--- config.mk ---
export PLATFORM = sky130hd
export DESIGN_NAME = fifo_uart_tx
export DESIGN_NICKNAME = d
export VERILOG_FILES = /design/src/rtl/uart_pkg.sv /design/src/rtl/uart_baud_counter.sv /design/src/rtl/fifo_uart_tx.sv
export SDC_FILE = /design/constraint.sdc
export NUM_CORES = 1
export LEC_CHECK = 0
export CORE_AREA = 2 2 49 51
export DETAILED_ROUTE_END_ITERATION = 6
export DIE_AREA = 0 0 51 53
export PLACE_DENSITY = 0.75
export SLEW_MARGIN = 30
export SYNTH_ARGS = -nofsm -noshare
export SYNTH_HDL_FRONTEND = slang
export SYNTH_SLANG_ARGS = --single-unit
--- constraint.sdc ---
create_clock -name clk -period 1.9 [get_ports clk]
set_input_delay 0.38 -clock clk [delete_from_list [all_inputs] [get_ports clk]]
set_output_delay 0.38 -clock clk [all_outputs]
set_load 0.02 [all_outputs]
--- src/rtl/uart_pkg.sv ---
//------------------------------------------------------------------------------
// uart_pkg : shared state encoding and frame constants for the FIFO UART TX.
// Revision : 1.0
//------------------------------------------------------------------------------
`default_nettype none

package uart_pkg;

  typedef enum logic [2:0] {
    IDLE   = 3'd0,
    POP    = 3'd1,
    LATCH  = 3'd2,
    START  = 3'd3,
    DATA   = 3'd4,
    PARITY = 3'd5,
    STOP   = 3'd6
  } state_e;

  localparam logic       START_BIT    = 1'b0;
  localparam logic       STOP_BIT     = 1'b1;
  localparam int         DATA_BITS    = 8;
  localparam logic [2:0] LAST_BIT_IDX = 3'(DATA_BITS - 1);

endpackage

`default_nettype wire

--- src/rtl/uart_baud_counter.sv ---
//------------------------------------------------------------------------------
// uart_baud_counter : counts 0..CLKS_PER_BIT-1, pulses bit_done on the last
//                     cycle of every bit period.
// Revision          : 1.0
//------------------------------------------------------------------------------
`default_nettype none

module uart_baud_counter
  import uart_pkg::*;
#(
  parameter int CLKS_PER_BIT = 104
) (
  input  logic clk,
  input  logic reset,
  input  logic clear,
  output logic bit_done
);

  localparam int            CW       = $clog2(CLKS_PER_BIT);
  localparam logic [CW-1:0] LAST_CNT = CW'(CLKS_PER_BIT - 1);

  logic [CW-1:0] cnt_q;
  logic [CW-1:0] cnt_d;

  // clear wins so the count always restarts at 0 on the first cycle of a frame
  assign bit_done = !clear && (cnt_q == LAST_CNT);

  always_comb begin
    cnt_d = cnt_q + 1'b1;
    if (clear || bit_done) begin
      cnt_d = '0;
    end
  end

  always_ff @(posedge clk or posedge reset) begin
    if (reset) begin
      cnt_q <= '0;
    end else begin
      cnt_q <= cnt_d;
    end
  end

endmodule

`default_nettype wire

--- src/rtl/fifo_uart_tx.sv ---
//------------------------------------------------------------------------------
// fifo_uart_tx : pops bytes from a FIFO and serialises them as 8N1 UART frames
//                (8E1 when FIFO_UART_TX_PARITY_EN is defined).
// Revision     : 1.0
//------------------------------------------------------------------------------
`default_nettype none

module fifo_uart_tx
  import uart_pkg::*;
#(
  parameter int CLKS_PER_BIT = 104
) (
  input  logic       clk,
  input  logic       reset,
  input  logic       fifo_empty,
  input  logic [7:0] fifo_data,
  output logic       fifo_pop,
  output logic       tx,
  output logic       busy
);

  state_e     state_q, state_d;
  logic [7:0] shift_q, shift_d;
  logic [2:0] bit_idx_q, bit_idx_d;
  logic       baud_clear;
  logic       bit_done;
`ifdef FIFO_UART_TX_PARITY_EN
  logic       parity_q, parity_d;
`endif

  uart_baud_counter #(
    .CLKS_PER_BIT(CLKS_PER_BIT)
  ) u_baud (
    .clk     (clk),
    .reset   (reset),
    .clear   (baud_clear),
    .bit_done(bit_done)
  );

  always_ff @(posedge clk or posedge reset) begin
    if (reset) begin
      state_q   <= IDLE;
      shift_q   <= '0;
      bit_idx_q <= '0;
`ifdef FIFO_UART_TX_PARITY_EN
      parity_q  <= 1'b0;
`endif
    end else begin
      state_q   <= state_d;
      shift_q   <= shift_d;
      bit_idx_q <= bit_idx_d;
`ifdef FIFO_UART_TX_PARITY_EN
      parity_q  <= parity_d;
`endif
    end
  end

  // Outputs depend only on state and registers, never on the FIFO inputs.
  always_comb begin
    state_d    = state_q;
    shift_d    = shift_q;
    bit_idx_d  = bit_idx_q;
`ifdef FIFO_UART_TX_PARITY_EN
    parity_d   = parity_q;
`endif
    baud_clear = 1'b1;
    fifo_pop   = 1'b0;
    tx         = STOP_BIT;
    busy       = 1'b1;

    case (state_q)
      IDLE: begin
        busy = 1'b0;
        if (!fifo_empty) begin
          state_d = POP;
        end
      end
      POP: begin
        fifo_pop = 1'b1;
        state_d  = LATCH;
      end
      LATCH: begin
        shift_d   = fifo_data;
        bit_idx_d = '0;
`ifdef FIFO_UART_TX_PARITY_EN
        parity_d  = ^fifo_data;
`endif
        state_d   = START;
      end
      START: begin
        baud_clear = 1'b0;
        tx         = START_BIT;
        if (bit_done) begin
          state_d = DATA;
        end
      end
      DATA: begin
        baud_clear = 1'b0;
        tx         = shift_q[0];
        if (bit_done) begin
          shift_d   = {1'b0, shift_q[7:1]};
          bit_idx_d = bit_idx_q + 3'd1;
          if (bit_idx_q == LAST_BIT_IDX) begin
`ifdef FIFO_UART_TX_PARITY_EN
            state_d = PARITY;
`else
            state_d = STOP;
`endif
          end
        end
      end
`ifdef FIFO_UART_TX_PARITY_EN
      PARITY: begin
        baud_clear = 1'b0;
        tx         = parity_q;
        if (bit_done) begin
          state_d = STOP;
        end
      end
`endif
      STOP: begin
        baud_clear = 1'b0;
        tx         = STOP_BIT;
        if (bit_done) begin
          state_d = IDLE;
        end
      end
      default: begin
        busy    = 1'b0;
        state_d = IDLE;
      end
    endcase
  end

endmodule

`default_nettype wire

==> results of run 1 <==
## layout make-up
type / count / area (µm²) / share of cell area
Multi-Input combinational cell: 71 / 540.5 / 0.4030
Sequential cell: 21 / 525.5 / 0.3918
Timing Repair Buffer: 23 / 195.2 / 0.1455
Tap cell: 28 / 35.03 / 0.02612
Clock buffer: 4 / 26.28 / 0.01959
Inverter: 5 / 18.77 / 0.01399
## metrics by stage
| stage | worst slack [ns] | hold slack (ns) | power [mW] | std cells |
|---|---|---|---|---|
| final | 0.09341 | 0.4007 | 0.7132 | 152 |
| after global routing | 0.003282 | 0.4306 | 0.7396 | 152 |
| after floorplan | 0.1837 | 0.3565 | 0.4840 | 101 |
| after detailed placement | 0.06687 | 0.4734 | 0.5110 | 147 |
| after CTS | 0.01099 | 0.4117 | 0.7195 | 151 |
| after global placement | 0.1070 | 0.4600 | 0.5088 | 147 |
## critical path, cell delays in order, from the launching register on
cell and delay, ns:
dfrtp_1 0.43, buf_4 0.17, nor3_1 0.18, a21oi_1 0.07
clkdlybuf4s15_1 0.29
## sequential cells by signal (all words and copies together), names as in the netlist
name	count
bit_idx_q	3
shift_q	8
state_q	3
u_baud.cnt_q	7
## cells in the mapped netlist, drive strengths merged
master and instances:
o21ai 2, nand2b 7, o31ai 2, or3b 3, a31o 1, nor3 4
clkbuf 2, nor2b 3, buf 2, and2b 1, nand3b 1, ha 3
nand4 1, a21oi 3, a21o 1, nor2 6, or4bb 1, mux2i 3
o211ai 1, o221ai 1, nand2 3, or3 3, dfrtp 21, o221a 7
xor2 2, nand3 3, and3b 1, and2 2, a211oi 1, or4 1
inv 5, xnor2 1, nor3b 2, mux2 1
## power by group through the flow
stage	Clock, mW	Combinational [mW]	Sequential, mW
3_3_place_gp	0	0.0400	0.469
6_report	0.212	0.0403	0.461
5_1_grt	0.233	0.0449	0.462
2_1_floorplan	0	0.0166	0.467
3_5_place_dp	0	0.0416	0.469
4_1_cts	0.217	0.0417	0.461
## worst min-delay path by stage
stage | cells after the start | endpoint | from | slack, ns
after floorplan | 1 | bit_idx_q[0]$_DFFE_PP0P_ | reset | 0.36
after global placement | 1 | u_baud.cnt_q[0]$_DFF_PP0_ | u_baud.cnt_q[0]$_DFF_PP0_ | 0.46
after detailed placement | 1 | u_baud.cnt_q[0]$_DFF_PP0_ | u_baud.cnt_q[0]$_DFF_PP0_ | 0.47
after CTS | 3 | shift_q[7]$_DFFE_PP0P_ | reset | 0.41
after global routing | 3 | bit_idx_q[1]$_DFFE_PP0P_ | reset | 0.43
final | 3 | shift_q[7]$_DFFE_PP0P_ | reset | 0.40
## layer usage
layer  up-vias  track usage  wire length (µm)
met5         -            0                 0
li1        418            -                 -
met4         0      0.08108                19
met2        15       0.3290              1083
met1       416       0.2323               973
met3         2      0.03390                74
## cell families after synthesis
kind of cell / after synthesis / synth area share
AO/OA/AOI/OAI: 19 / 0.1558
flip-flops: 21 / 0.4740
buffers and inverters: 9 / 0.03837
AND/OR/NAND/NOR: 42 / 0.2370
adder cells (fa/ha/maj): 3 / 0.03386
XOR/XNOR: 3 / 0.02371
multiplexers: 4 / 0.03725
## what timing repair did
item | CTS | global route
resized for setup | 5 | 4
cloned | 0 | 0
endpoints found under the hold margin | 0 | 0
endpoints found under the setup margin | 3 | 3
buffers inserted | 0 | 1
## layout by cell type (no fill, tap or decap), types with 4 or more instances in the layout
cell type and instances:
nor2_1 6, buf_4 10, o221a_1 6, nand2b_1 7
clkdlybuf4s50_1 10, inv_1 5, dfrtp_1 21, nor3_1 4
==> impl_results.md, run 1 <==
- Synth-to-layout area growth: 20.99%
- Sequential share of power: 0.646
- Final Setup Violations: 0
- Vias: 851
- Final Skew: 0.0009019 ns
- Tmin final: 1.807 ns
- Starting Density: 0.5160
- Post-route cell area: 1341 µm²
- Share of post-route cells with drive strength above 1: 0.1774
- GR Overflow Total: 0
- Clock slew at reported path FFs: 0.11 ns
- Worst-Skew Late Latency: 0.30 ns
- Post-synthesis cell type count: 39
- Fmax: 0.5535 GHz
- Status: completed
- Pwr dens: 531.7 nW/µm²
- Sequential area share after synthesis: 0.4740
- Vias in the first global route: 862
- Post-DP Area: 1318 µm²
- Crit path max fanout: 6
- Switch share: 0.2082
- Crit Path Class: flip-flop to output port
- GRT Overall Usage: 0.1901
- Top post-synthesis cells by area: dfrtp_1 47%, o221a_1 6.1%, nand2b_1 4.0%, ha_1 3.4%, mux2i_1 2.7%
- Final Hold Viols: 0
- Setup crit end: busy
- FP Rows: 17
- Syn_area_per_cell: 10.98 µm²
- FF-to-FF End: shift_q[2]$_DFFE_PP0P_
- Startpoint Class: flip-flop
- DR WL/cell: 14.14 µm
- TritonCTS clock tree: done
- DP HPWL: 1626 µm
- Hold Buf Count CTS: 0
- Max IR drop VDD: 0.0004148 V
- R2R Path Start: state_q[2]$_DFFE_PP0P_
- Antenna diode count: 0
- CP endpoint kind: output port
- 1st-iter DRT viols: 18
- Sink Count: 21
- Syn Inst Count: 101
- Relative slew slack: 0.6715
- Fin. max-slew vios: 0
- Worst Setup SP: state_q[2]$_DFFE_PP0P_
- H-tree Lvls: 1
- I/O pin cnt: 14
- Clock power frac: 0.298
- Internal: 0.5647 mW
- CTS buffer count: 3
- Flops & latches, synth: 21
- Routed WL: 2150 µm
- Worst-margin pin slew: 0.4909 ns
- WP data required: 1.52 ns
- R2r worst-path depth: 4
- Routability cong.: 0.7319
- RSZ-0062 raised after global routing: false
- Final Util: 0.6243
- Syn. warnings: 0
- Total DRC errors in the routed layout: 0
- Final net count: 139
- Antenna violations before repair: 0
- Logic pwr share: 0.056
- First drt pass iteration count: 4
- First-pass GRT wire length: 3726 µm
- Die ar.: 2703 µm²
- Max-cap violations: 0
- Clock Path Buffers: 2
- Syn Std Cell Area: 1109 µm²
- Setup TNS: 0 ns
- Worst hold path class: input pin to async pin
- Post-DRT Antenna Nets: 0
- Buffers on Ports: 13
- Die H: 53 µm
- Core Box Area: 2148 µm²
- FILL cells: 184
- Root buffer cell: clkbuf_4
- Largest net degree at the start of global routing: 22
- Routed vias/inst: 5.599
- Switching power: 0.1485 mW
- Syn_nets: 115
- Tcrit/Tclk final: 0.9508
- P_leak: 0.5841 nW
- Share of the synthesized area in the top cell type: 0.4740
- Synth area leader: dfrtp_1
- FF-to-FF setup slack: 0.14 ns
- CP arrival: 1.43 ns
- Die width: 51 µm
Note: power is estimated with default switching activity, not from simulation.
==> run 2: changes to the inputs <==
--- a/config.mk
+++ b/config.mk
@@ -5,10 +5,11 @@
 export SDC_FILE = /design/constraint.sdc
 export NUM_CORES = 1
 export LEC_CHECK = 0
-export CORE_AREA = 2 2 49 51
+export CORE_AREA = 2 2 48 50
 export DETAILED_ROUTE_END_ITERATION = 6
-export DIE_AREA = 0 0 51 53
-export PLACE_DENSITY = 0.75
+export DIE_AREA = 0 0 50 52
+export PLACE_DENSITY = 0.77
+export SETUP_SLACK_MARGIN = 0.4
 export SLEW_MARGIN = 30
 export SYNTH_ARGS = -nofsm -noshare
 export SYNTH_HDL_FRONTEND = slang
==> constraint.sdc (replaced) <==
create_clock -name clk -period 2.2 [get_ports clk]
set_input_delay 0.44 -clock clk [delete_from_list [all_inputs] [get_ports clk]]
set_output_delay 0.44 -clock clk [all_outputs]
set_load 0.05 [all_outputs]
==> run 2 against run 1 <==
  * Wire length down 2.0%
  * Final cell count down 2.0%
  * Register-to-register slack better by 0.23 ns
  * Sequential share of layout area about the same
  * Global-route usage about the same
  * Critical path depth unchanged
  * Non-clock buffer count down 4
  * Combinational power down 13%
  * Via count down 2.1%
==> impl_results.md, run 2 (synthesis results as in run 1) <==
- Clock Path Buffers: 2 (unchanged)
- GR Overflow Total: 0 (unchanged)
- First-pass GRT wire length: 3677 µm (-1.3%)
- Max IR drop VDD: 0.0004469 V (+7.7%)
- Crit Path Class: flip-flop to output port
- Final Setup Violations: 0 (unchanged)
- Fin. max-slew vios: 0 (unchanged)
- Status: completed
- Pwr dens: 458.0 nW/µm² (-14%)
- CTS buffer count: 3 (unchanged)
- FP Rows: 17 (unchanged)
- Worst-margin pin slew: 0.4642 ns (-0.02669 ns)
- Final Hold Viols: 0 (unchanged)
- Final Util: 0.6399 (+0.01558)
- Final Skew: 0.01382 ns (+0.01291 ns)
- Post-DRT Antenna Nets: 0 (unchanged)
- CP endpoint kind: output port
- Crit path max fanout: 9 (+3)
- WP data required: 1.76 ns (+0.24 ns)
- Routed vias/inst: 5.591 (-0.14%)
- Tmin final: 1.843 ns
- Setup WS post-layout: 0.3565 ns (+0.2631 ns)
- WP buf/inv: 2 (unchanged)
- Final net count: 136 (-2.2%)
- Antenna diode count: 0 (unchanged)
- Buffers on Ports: 13 (unchanged)
- P_leak: 0.5733 nW (-1.8%)
- Die H: 52 µm (-1.9%)
- Starting Density: 0.5264 (+0.01042)
- Clock slew at reported path FFs: 0.12 ns (about the same)
- Routability cong.: 0.8136 (+11%)
- Startpoint Class: flip-flop
- Largest register FFs: 8 (unchanged)
- Vias in the first global route: 862 (unchanged)
- Hold Buf Count CTS: 0 (unchanged)
- CP Cell Sequence: buf_4 > and3b_1 > nor2_2 > buf_6
- Die ar.: 2600 µm² (-3.8%)
- CP peak stage delay: 0.42 ns (about the same)
- Total DRC errors in the routed layout: 0 (unchanged)
- Antenna violations before repair: 0 (unchanged)
- RSZ-0062 raised after global routing: true
- Setup TNS: 0 ns (unchanged)
- Largest net degree at the start of global routing: 22 (unchanged)
- I/O pin cnt: 14 (unchanged)
- Most frequent cells in the layout: 19 x dfrtp_1, 10 x clkdlybuf4s50_1, 7 x nand2b_1, 7 x buf_4, 6 x o221a_1
- H-tree Lvls: 1 (unchanged)
- DP HPWL: 1418 µm (-13%)
- Biggest register: shift_q
- Design Power: 0.6171 mW (-13%)
- DR WL/cell: 14.15 µm (about the same)
- Worst-Skew Late Latency: 0.31 ns (about the same)
- Dpl ws: 0.3741 ns (+0.3072 ns)
- Slowest-stage cell, CP: dfrtp_2
- GRT Overall Usage: 0.1900 (about the same)
- Routed WL: 2108 µm (-2.0%)
- Worst hold path class: input pin to async pin
- TritonCTS clock tree: done
- First drt pass iteration count: 6 (+2)
- Tcrit/Tclk final: 0.8379
- Max-cap violations: 0 (unchanged)
- Root buffer cell: clkbuf_4
- Family with the most delay on the worst path: flip-flops
- Sink Count: 21 (unchanged)
- Fmax: 0.5425 GHz
- Vias: 833 (-2.1%)
- Commonest non-fill, non-tap cell in the layout: dfrtp_1
- Relative slew slack: 0.6894 (+0.01786)
- Die width: 50 µm (-2.0%)
- CP arrival: 1.40 ns (-0.03 ns)
- Core Box Area: 2106 µm² (-2.0%)
- 1st-iter DRT viols: 12 (-6)
- Share of post-route cells with drive strength above 1: 0.2149 (+0.03746)
- Largest regs: shift_q x8, u_baud.cnt_q x7
- Synth-to-layout area growth: 21.56%
-- run 2: cell count changes in the layout (fill, tap and decap cells not counted), moves of 2 or more --
cell     before  now
buf_4        10    7
nor2_1        6    4
dfrtp_2       0    2
dfrtp_1      21   19
buf_6         0    2
-- run 2: tightest hold or removal path, delay by kind of cell --
family / cells / cell delay, ns
buffers and inverters: 3 / 0.70
-- run 2: area by class of cell --
| class | instances | area [µm²] |
|---|---|---|
| fillers | 145 | 758.2 |
| multi-input cells | 72 | 563.0 |
| flip-flops and latches | 21 | 528.0 |
| repair buffers | 19 | 175.2 |
| well taps | 28 | 35.03 |
| clock buffers | 3 | 22.52 |
| inverters | 5 | 18.77 |
| clock inverters | 1 | 5.005 |
-- run 2: final timing paths --
check | startpoint | end | slack (ns) | cells after the start
setup / recovery | state_q[1]$_DFFE_PP0P_ | tx | 0.36 | 4
hold / removal | reset | shift_q[7]$_DFFE_PP0P_ | 0.44 | 3
setup reg to reg | state_q[0]$_DFFE_PP0P_ | shift_q[1]$_DFFE_PP0P_ | 0.37 | 4
hold reg to reg | bit_idx_q[0]$_DFFE_PP0P_ | bit_idx_q[0]$_DFFE_PP0P_ | 0.49 | 1
max in group asynchronous | reset | state_q[2]$_DFFE_PP0P_ | 1.52 | 3
min in group clk | bit_idx_q[0]$_DFFE_PP0P_ | bit_idx_q[0]$_DFFE_PP0P_ | 0.49 | 1
-- run 2: power by group --
part           switching (mW)  internal, mW  total, mW
sequential            0.00505         0.393      0.398
clock                   0.116        0.0679      0.184
combinational          0.0112        0.0240     0.0352
-- run 2: through the flow --
stage	hold WS, ns	instance area (µm²)	cells
floorplan	0.4165	1111	101
global placement	0.4516	1267	141
detailed placement	0.4785	1267	141
CTS	0.4392	1335	148
global route	0.4834	1348	149
finish	0.4374	1348	149
-- run 2: per-layer routing --
metal	track usage	part of all wire
met1	0.2249	0.45
met2	0.3224	0.50
met3	0.06897	0.040
met4	0.05556	0.0062
met5	0	0
-- run 2: what timing repair did --
action | CTS | global route
cloned | 0 | 1
setup buffers | 3 | 0
setup endpoints to repair | 7 | 9
gates resized for setup | 6 | 1
pin swaps | 1 | 1
